### src/rtl/ht_head_table_stage.sv
// ht_head_table_stage: hashes an incoming command key to a bucket, reads the
// bucket's head pointer from an internal RAM and emits a pdata beat downstream.
// The stage owns the head RAM: it sweeps the RAM clear after reset and then
// takes head updates from the data-table stage through a write port. Head
// writes to a bucket that is in flight are forwarded into the pipeline so a
// transferred beat always reflects the latest head.
module ht_head_table_stage #(
  parameter int    KEY_WIDTH      = 48,
  parameter int    VALUE_WIDTH    = 16,
  parameter int    BUCKET_WIDTH   = 8,
  parameter int    HEAD_PTR_WIDTH = 10,
  parameter string HASH_TYPE      = "dummy"
) (
  input  logic                      clk_i,
  input  logic                      rst_i,
  input  logic [KEY_WIDTH-1:0]      cmd_key_i,
  input  logic [VALUE_WIDTH-1:0]    cmd_value_i,
  input  logic [1:0]                cmd_opcode_i,
  input  logic                      cmd_valid_i,
  output logic                      cmd_ready_o,
  output logic [KEY_WIDTH-1:0]      pdata_key_o,
  output logic [VALUE_WIDTH-1:0]    pdata_value_o,
  output logic [1:0]                pdata_opcode_o,
  output logic [BUCKET_WIDTH-1:0]   pdata_bucket_o,
  output logic [HEAD_PTR_WIDTH-1:0] pdata_head_ptr_o,
  output logic                      pdata_head_ptr_val_o,
  output logic                      pdata_valid_o,
  input  logic                      pdata_ready_i,
  input  logic                      head_wr_en_i,
  input  logic [BUCKET_WIDTH-1:0]   head_wr_bucket_i,
  input  logic [HEAD_PTR_WIDTH-1:0] head_wr_ptr_i,
  input  logic                      head_wr_ptr_val_i,
  output logic                      init_done_o
);

  localparam int DEPTH      = 1 << BUCKET_WIDTH;
  localparam int NUM_CHUNKS = (KEY_WIDTH + BUCKET_WIDTH - 1) / BUCKET_WIDTH;
  localparam int KEY_PAD_W  = NUM_CHUNKS * BUCKET_WIDTH;
  localparam int HEAD_W     = HEAD_PTR_WIDTH + 1;   // {val, ptr}

  localparam logic ST_INIT = 1'b0;
  localparam logic ST_RUN  = 1'b1;

  localparam logic [BUCKET_WIDTH-1:0] LAST_BUCKET = '1;
  localparam logic [BUCKET_WIDTH-1:0] ONE_BUCKET  = BUCKET_WIDTH'(1);

  logic                    state_reg;
  logic [BUCKET_WIDTH-1:0] init_cnt_reg;
  logic                    run;

  // s1: accepted command waiting for its RAM read data
  logic                    s1_valid_reg;
  logic [KEY_WIDTH-1:0]    s1_key_reg;
  logic [VALUE_WIDTH-1:0]  s1_value_reg;
  logic [1:0]              s1_opcode_reg;
  logic [BUCKET_WIDTH-1:0] s1_bucket_reg;
  logic                    s1_byp_reg;       // a write overtook the RAM read
  logic [HEAD_W-1:0]       s1_byp_data_reg;

  // output register
  logic                    out_valid_reg;
  logic [KEY_WIDTH-1:0]    out_key_reg;
  logic [VALUE_WIDTH-1:0]  out_value_reg;
  logic [1:0]              out_opcode_reg;
  logic [BUCKET_WIDTH-1:0] out_bucket_reg;
  logic [HEAD_W-1:0]       out_head_reg;

  logic [HEAD_W-1:0]       head_mem [DEPTH];
  logic [HEAD_W-1:0]       ram_q;

  logic [BUCKET_WIDTH-1:0] cmd_bucket;
  logic                    accept;
  logic                    s1_adv;
  logic                    out_load;
  logic                    wr_en;
  logic [HEAD_W-1:0]       wr_data;
  logic                    wr_hit_cmd;
  logic                    wr_hit_s1;
  logic                    wr_hit_out;
  logic [HEAD_W-1:0]       s1_head;
  logic [HEAD_W-1:0]       s1_head_fwd;
  logic                    mem_we;
  logic [BUCKET_WIDTH-1:0] mem_waddr;
  logic [HEAD_W-1:0]       mem_wdata;

  // Hash selection: low key bits, or an XOR fold of zero-padded key chunks.
  generate
    if (HASH_TYPE == "xor") begin : g_xor
      logic [KEY_PAD_W-1:0]    key_pad;
      logic [BUCKET_WIDTH-1:0] fold [NUM_CHUNKS];
      assign key_pad = KEY_PAD_W'(cmd_key_i);
      for (genvar gi = 0; gi < NUM_CHUNKS; gi++) begin : g_fold
        if (gi == 0) begin : g_first
          assign fold[gi] = key_pad[BUCKET_WIDTH-1:0];
        end else begin : g_next
          assign fold[gi] = fold[gi-1] ^ key_pad[gi*BUCKET_WIDTH +: BUCKET_WIDTH];
        end
      end
      assign cmd_bucket = fold[NUM_CHUNKS-1];
    end else begin : g_dummy
      assign cmd_bucket = cmd_key_i[BUCKET_WIDTH-1:0];
    end
  endgenerate

  assign run         = (state_reg == ST_RUN);
  assign init_done_o = run;

  assign s1_adv      = s1_valid_reg && (!out_valid_reg || pdata_ready_i);
  assign out_load    = s1_adv;
  assign cmd_ready_o = run && (!s1_valid_reg || s1_adv);
  assign accept      = cmd_valid_i && cmd_ready_o;

  // Head writes are only honoured once the sweep has finished.
  assign wr_en      = run && head_wr_en_i;
  assign wr_data    = {head_wr_ptr_val_i, head_wr_ptr_i};
  assign wr_hit_cmd = wr_en && (head_wr_bucket_i == cmd_bucket);
  assign wr_hit_s1  = wr_en && s1_valid_reg && (head_wr_bucket_i == s1_bucket_reg);
  assign wr_hit_out = wr_en && out_valid_reg && (head_wr_bucket_i == out_bucket_reg);

  assign s1_head     = s1_byp_reg ? s1_byp_data_reg : ram_q;
  assign s1_head_fwd = wr_hit_s1 ? wr_data : s1_head;

  // The sweep owns the write port during INIT, the data-table stage after.
  assign mem_we    = !run || wr_en;
  assign mem_waddr = run ? head_wr_bucket_i : init_cnt_reg;
  assign mem_wdata = run ? wr_data : '0;

  // Init sweep counter and INIT -> RUN transition.
  always_ff @(posedge clk_i or posedge rst_i) begin
    if (rst_i) begin
      state_reg    <= ST_INIT;
      init_cnt_reg <= '0;
    end else if (!run) begin
      init_cnt_reg <= init_cnt_reg + ONE_BUCKET;
      if (init_cnt_reg == LAST_BUCKET) begin
        state_reg <= ST_RUN;
      end
    end
  end

  // Head RAM write port.
  always_ff @(posedge clk_i) begin
    if (mem_we) begin
      head_mem[mem_waddr] <= mem_wdata;
    end
  end

  // Head RAM registered read, issued on command acceptance.
  always_ff @(posedge clk_i) begin
    if (accept) begin
      ram_q <= head_mem[cmd_bucket];
    end
  end

  // s1 and output registers, with head forwarding from the write port.
  always_ff @(posedge clk_i or posedge rst_i) begin
    if (rst_i) begin
      s1_valid_reg    <= 1'b0;
      s1_key_reg      <= '0;
      s1_value_reg    <= '0;
      s1_opcode_reg   <= '0;
      s1_bucket_reg   <= '0;
      s1_byp_reg      <= 1'b0;
      s1_byp_data_reg <= '0;
      out_valid_reg   <= 1'b0;
      out_key_reg     <= '0;
      out_value_reg   <= '0;
      out_opcode_reg  <= '0;
      out_bucket_reg  <= '0;
      out_head_reg    <= '0;
    end else begin
      if (accept) begin
        s1_valid_reg    <= 1'b1;
        s1_key_reg      <= cmd_key_i;
        s1_value_reg    <= cmd_value_i;
        s1_opcode_reg   <= cmd_opcode_i;
        s1_bucket_reg   <= cmd_bucket;
        s1_byp_reg      <= wr_hit_cmd;
        s1_byp_data_reg <= wr_data;
      end else begin
        if (s1_adv) begin
          s1_valid_reg <= 1'b0;
        end
        if (wr_hit_s1) begin
          s1_byp_reg      <= 1'b1;
          s1_byp_data_reg <= wr_data;
        end
      end

      if (out_load) begin
        out_valid_reg  <= 1'b1;
        out_key_reg    <= s1_key_reg;
        out_value_reg  <= s1_value_reg;
        out_opcode_reg <= s1_opcode_reg;
        out_bucket_reg <= s1_bucket_reg;
        out_head_reg   <= s1_head_fwd;
      end else if (pdata_ready_i) begin
        out_valid_reg <= 1'b0;
      end else if (wr_hit_out) begin
        // Held beat: keep its head fields current.
        out_head_reg <= wr_data;
      end
    end
  end

  assign pdata_valid_o        = out_valid_reg;
  assign pdata_key_o          = out_key_reg;
  assign pdata_value_o        = out_value_reg;
  assign pdata_opcode_o       = out_opcode_reg;
  assign pdata_bucket_o       = out_bucket_reg;
  assign pdata_head_ptr_o     = out_head_reg[HEAD_PTR_WIDTH-1:0];
  assign pdata_head_ptr_val_o = out_head_reg[HEAD_PTR_WIDTH];

endmodule

### config.mk
export PLATFORM = sky130hd
export DESIGN_NAME = ht_head_table_stage
export DESIGN_NICKNAME = d
export VERILOG_FILES = /design/src/rtl/ht_head_table_stage.sv
export SDC_FILE = /design/constraint.sdc
export NUM_CORES = 2
export LEC_CHECK = 0
export ABC_AREA = 1
export CELL_PAD_IN_SITES_DETAIL_PLACEMENT = 1
export CELL_PAD_IN_SITES_GLOBAL_PLACEMENT = 1
export CORE_ASPECT_RATIO = 1.25
export CORE_MARGIN = 10
export CORE_UTILIZATION = 52
export DETAILED_ROUTE_END_ITERATION = 8
export PLACE_DENSITY_LB_ADDON = 0.15
export SLEW_MARGIN = 20
export SYNTH_ARGS = -nofsm -noshare
export SYNTH_HDL_FRONTEND = slang
export SYNTH_SLANG_ARGS = --single-unit
### constraint.sdc
create_clock -name clk_i -period 10.48 [get_ports clk_i]
set_clock_uncertainty 0.15 [all_clocks]
set_input_delay 1.572 -clock clk_i [delete_from_list [all_inputs] [get_ports clk_i]]
set_output_delay 1.572 -clock clk_i [all_outputs]
set_load 0.01 [all_outputs]
==> summary.md <==
| Metric | Value |
|---|---|
| Status | `finished clean` |
| GP Congestion | `0.867` |
| All-Layer GR Usage | `29.7%` |
| Slew HR | `around 18%` |
| Post-Syn Nets | `10400` |
| VDD IR max | `144 uV` |
| DP Area | `about 130000 sq um` |
| Pre-CTS setup slack | `between 4 and 5 ns` |
| Clock buffer depth | `4` |
| H-Tree Depth | `5` |
| DR vias/cell | `just over 6` |
| Post-synth top area share | `a little over two thirds` |
| Nature of the critical path startpoint | `input pin` |
| Clock root buffer | `clkbuf_16` |
| Fill count | `23300` |
| Post-synth top area cell | `edfxtp_1` |
| Netlist Area Pre-Place | `122000 sq um` |
| Setup Total Neg Slack | `0 ns` |
| Die area | `254000 sq um` |
| Largest net degree at the start of global routing | `212` |
| Largest cells by area after synthesis | `edfxtp_1, nand3_1, nand2_1` |
| Worst setup path class | `input pin to flip-flop` |
| Final Instance Area | `135000 sq um` |
| Max Slew Vio Count | `0` |
| Area growth, synth to finish | `10.9%` |
| Overflow after GRT | `0` |
| CP arrival | `roughly 6 ns` |
| Multi-input gate area | `between 20000 and 30000 sq um` |
| Initial DRC Count | `roughly 8700` |
| Count of input and output buffers | `177` |
| Synth unique cells | `37` |
| RSZ-0062 raised after global routing | `no` |
| Setup ws final | `5.10 ns` |
| CTS Buf Count | `~300` |
| Routed wire length | `385000 um` |
| Worst Hold Class | `flip-flop to flip-flop` |
| Total number of clock tree sinks | `around 3000` |
| Final worst path period need | `roughly 5.4 ns` |
| CTS tree | `built` |
| First-pass GRT wire length | `568000 um` |
| Final ANT Viol Nets | `0` |
| Final Core Density | `57.9%` |
| Setup-failing EPs final | `0` |
| Register area share after synthesis | `73.3%` |
| FF/Latch Area | `89000 sq um` |
| Post-CTS Resized | `0` |
| Critical path data required time | `11.06 ns` |
| Post-detail-place hpwl | `214000 um` |
| Initial Utilization | `between 50% and 60%` |
| Avg Inst Size Synth | `about 12 sq um` |
| Cell count after placement | `about 13000` |
| Fin crit share | `51.3%` |
| Largest register FFs | `2816` |
| Post-route insts no fill | `13500` |
| Worst skew pair latency | `0.90 ns` |
| Worst setup EP type | `flip-flop` |
| Max FO, Critical Path | `98` |
| Initial antenna violation count | `13` |
| Layout cells sized above 1 | `7.22%` |
| Leak | `~46 nW` |
| Total power per unit cell area | `185 nW/um^2` |
| DR pass1 iterations | `6` |
| Via count | `between 80000 and 90000` |
| # Post-CTS Setup Buffers | `0` |
| Worst Max-Slew Pin Slew | `approximately 1.2 ns` |
| Core outline area | `approximately 230000 sq um` |
| Hold Vio Cnt, Final | `0` |
| Rows | `198` |
| I/O pin count | `178` |
| Final nets | `slightly above 10000` |
| DR WL/cell | `28.4 um` |
| Vias in the first global route | `86900` |
| Worst-path clk slew | `0.06 ns` |
| Die X | `~450 um` |
| Die H | `561 um` |
| Fmax achieved | `186 MHz` |
| # Max-Cap Violations | `0` |
| Yosys reg bits | `2993` |
| Yosys synthesis warning count | `0` |
| Syn Inst Count | `10300` |
| CTS Hold Bufs | `0` |
| DRC Markers | `0` |
[kinds of logic (layout without fill, tap and decap cells)]
family                   after synthesis  count (layout)  synth area share (%)
multiplexers                          11              11                 0.102
buffers and inverters                830             987                  3.58
adder cells (fa/ha/maj)                1               1                0.0103
AO/OA/AOI/OAI                        142             142                 0.601
other                                  0               9                     0
flip-flops                          2993            2993                  73.3
XOR/XNOR                              17              17                 0.122
AND/OR/NAND/NOR                     6287            6287                  22.3
[synth_stat cells, drive strengths merged]
master,number
nor4,3
edfxtp,2827
o21a,1
nor2,300
a31oi,1
clkinv,1
mux2,11
xor2,13
o21ai,124
o22ai,1
nand3,2776
clkbuf,113
o2111ai,1
nor3,6
or2,2
inv,130
a21oi,14
ha,1
nand2,3193
xnor2,4
buf,586
dfrtp,166
nand4,7
[final timing paths]
check / from / cells past startpoint / slack, ns / end
worst min register to register: pdata_key_o[42]$_DFFE_PP0P_ / 2 / 0.32 / pdata_key_o[42]$_DFFE_PP0P_
worst max register to register: init_done_o$_DFF_PP0_ / 6 / 5.76 / head_mem[223][4]$_DFFE_PP_
worst min-delay path: pdata_key_o[42]$_DFFE_PP0P_ / 2 / 0.32 / pdata_key_o[42]$_DFFE_PP0P_
min in group asynchronous: rst_i / 2 / 1.09 / s1_key_reg[45]$_DFFE_PP0P_
max in group asynchronous: rst_i / 3 / 7.83 / s1_opcode_reg[1]$_DFFE_PP0P_
worst max-delay path: cmd_key_i[0] / 14 / 5.10 / ram_q[4]$_DFFE_PP_
[routing by layer]
layer / wire, um / up-vias / track usage, %
met5: 13 / - / 0
met4: 20300 / 2 / 14.7
met3: 27000 / 863 / 4.71
met2: 193000 / 3404 / 50.0
met1: 145000 / 42800 / 37.2
li1: - / 36100 / -
[critical path, stage by stage]
cell	delay (ns)
buf_8	0.48
buf_4	0.69
buf_4	0.75
buf_4	0.70
nand2_1	0.11
nand3_1	0.12
nand3_1	0.11
nand3_1	0.14
nand3_1	0.10
nand3_1	0.30
nand3_1	0.29
nand2_1	0.16
nand2_1	0.07
nand2_1	0.11
[metrics by stage]
stage	total power [W]	hold slack, ns
finish	0.0249	0.323
global route	0.0256	0.354
CTS	0.0250	0.327
detailed placement	0.0145	0.309
global placement	0.0144	0.305
floorplan	0.0140	0.299
[cell usage in the layout (no fill, tap or decap), types with 4 or more instances in the layout]
cell / count
o21ai_1: 14
o21ai_0: 108
inv_6: 9
clkinv_2: 45
inv_2: 7
xor2_1: 13
clkbuf_16: 310
inv_1: 105
clkinvlp_4: 8
diode_2: 9
nor3_1: 5
dfrtp_1: 166
xnor2_1: 4
clkinv_8: 5
buf_4: 122
mux2_2: 11
nand2_2: 16
clkinv_1: 62
clkbuf_1: 71
nor2_2: 139
a21oi_1: 13
edfxtp_1: 2827
nor2_1: 160
nand3_1: 2775
nand2_1: 3174
buf_12: 21
bufinv_16: 25
clkdlybuf4s50_1: 170
inv_8: 14
nand4_1: 7
[power breakdown]
part | switching, W | internal, W
clock | 0.00462 | 0.00606
combinational | 0.000987 | 0.000375
sequential | 0.00000826 | 0.0129
[layout make-up]
class | instances | share of cell area, %
clock inverter | 153 | 1.08
clock buffer | 382 | 5.96
sequential | 2993 | 66.1
multi-input combinational | 6458 | 21.2
tap | 3100 | 2.88
antenna | 9 | 0.0167
inverter | 131 | 0.460
timing repair buffer | 321 | 2.33
(Power assumes the default switching activity.)
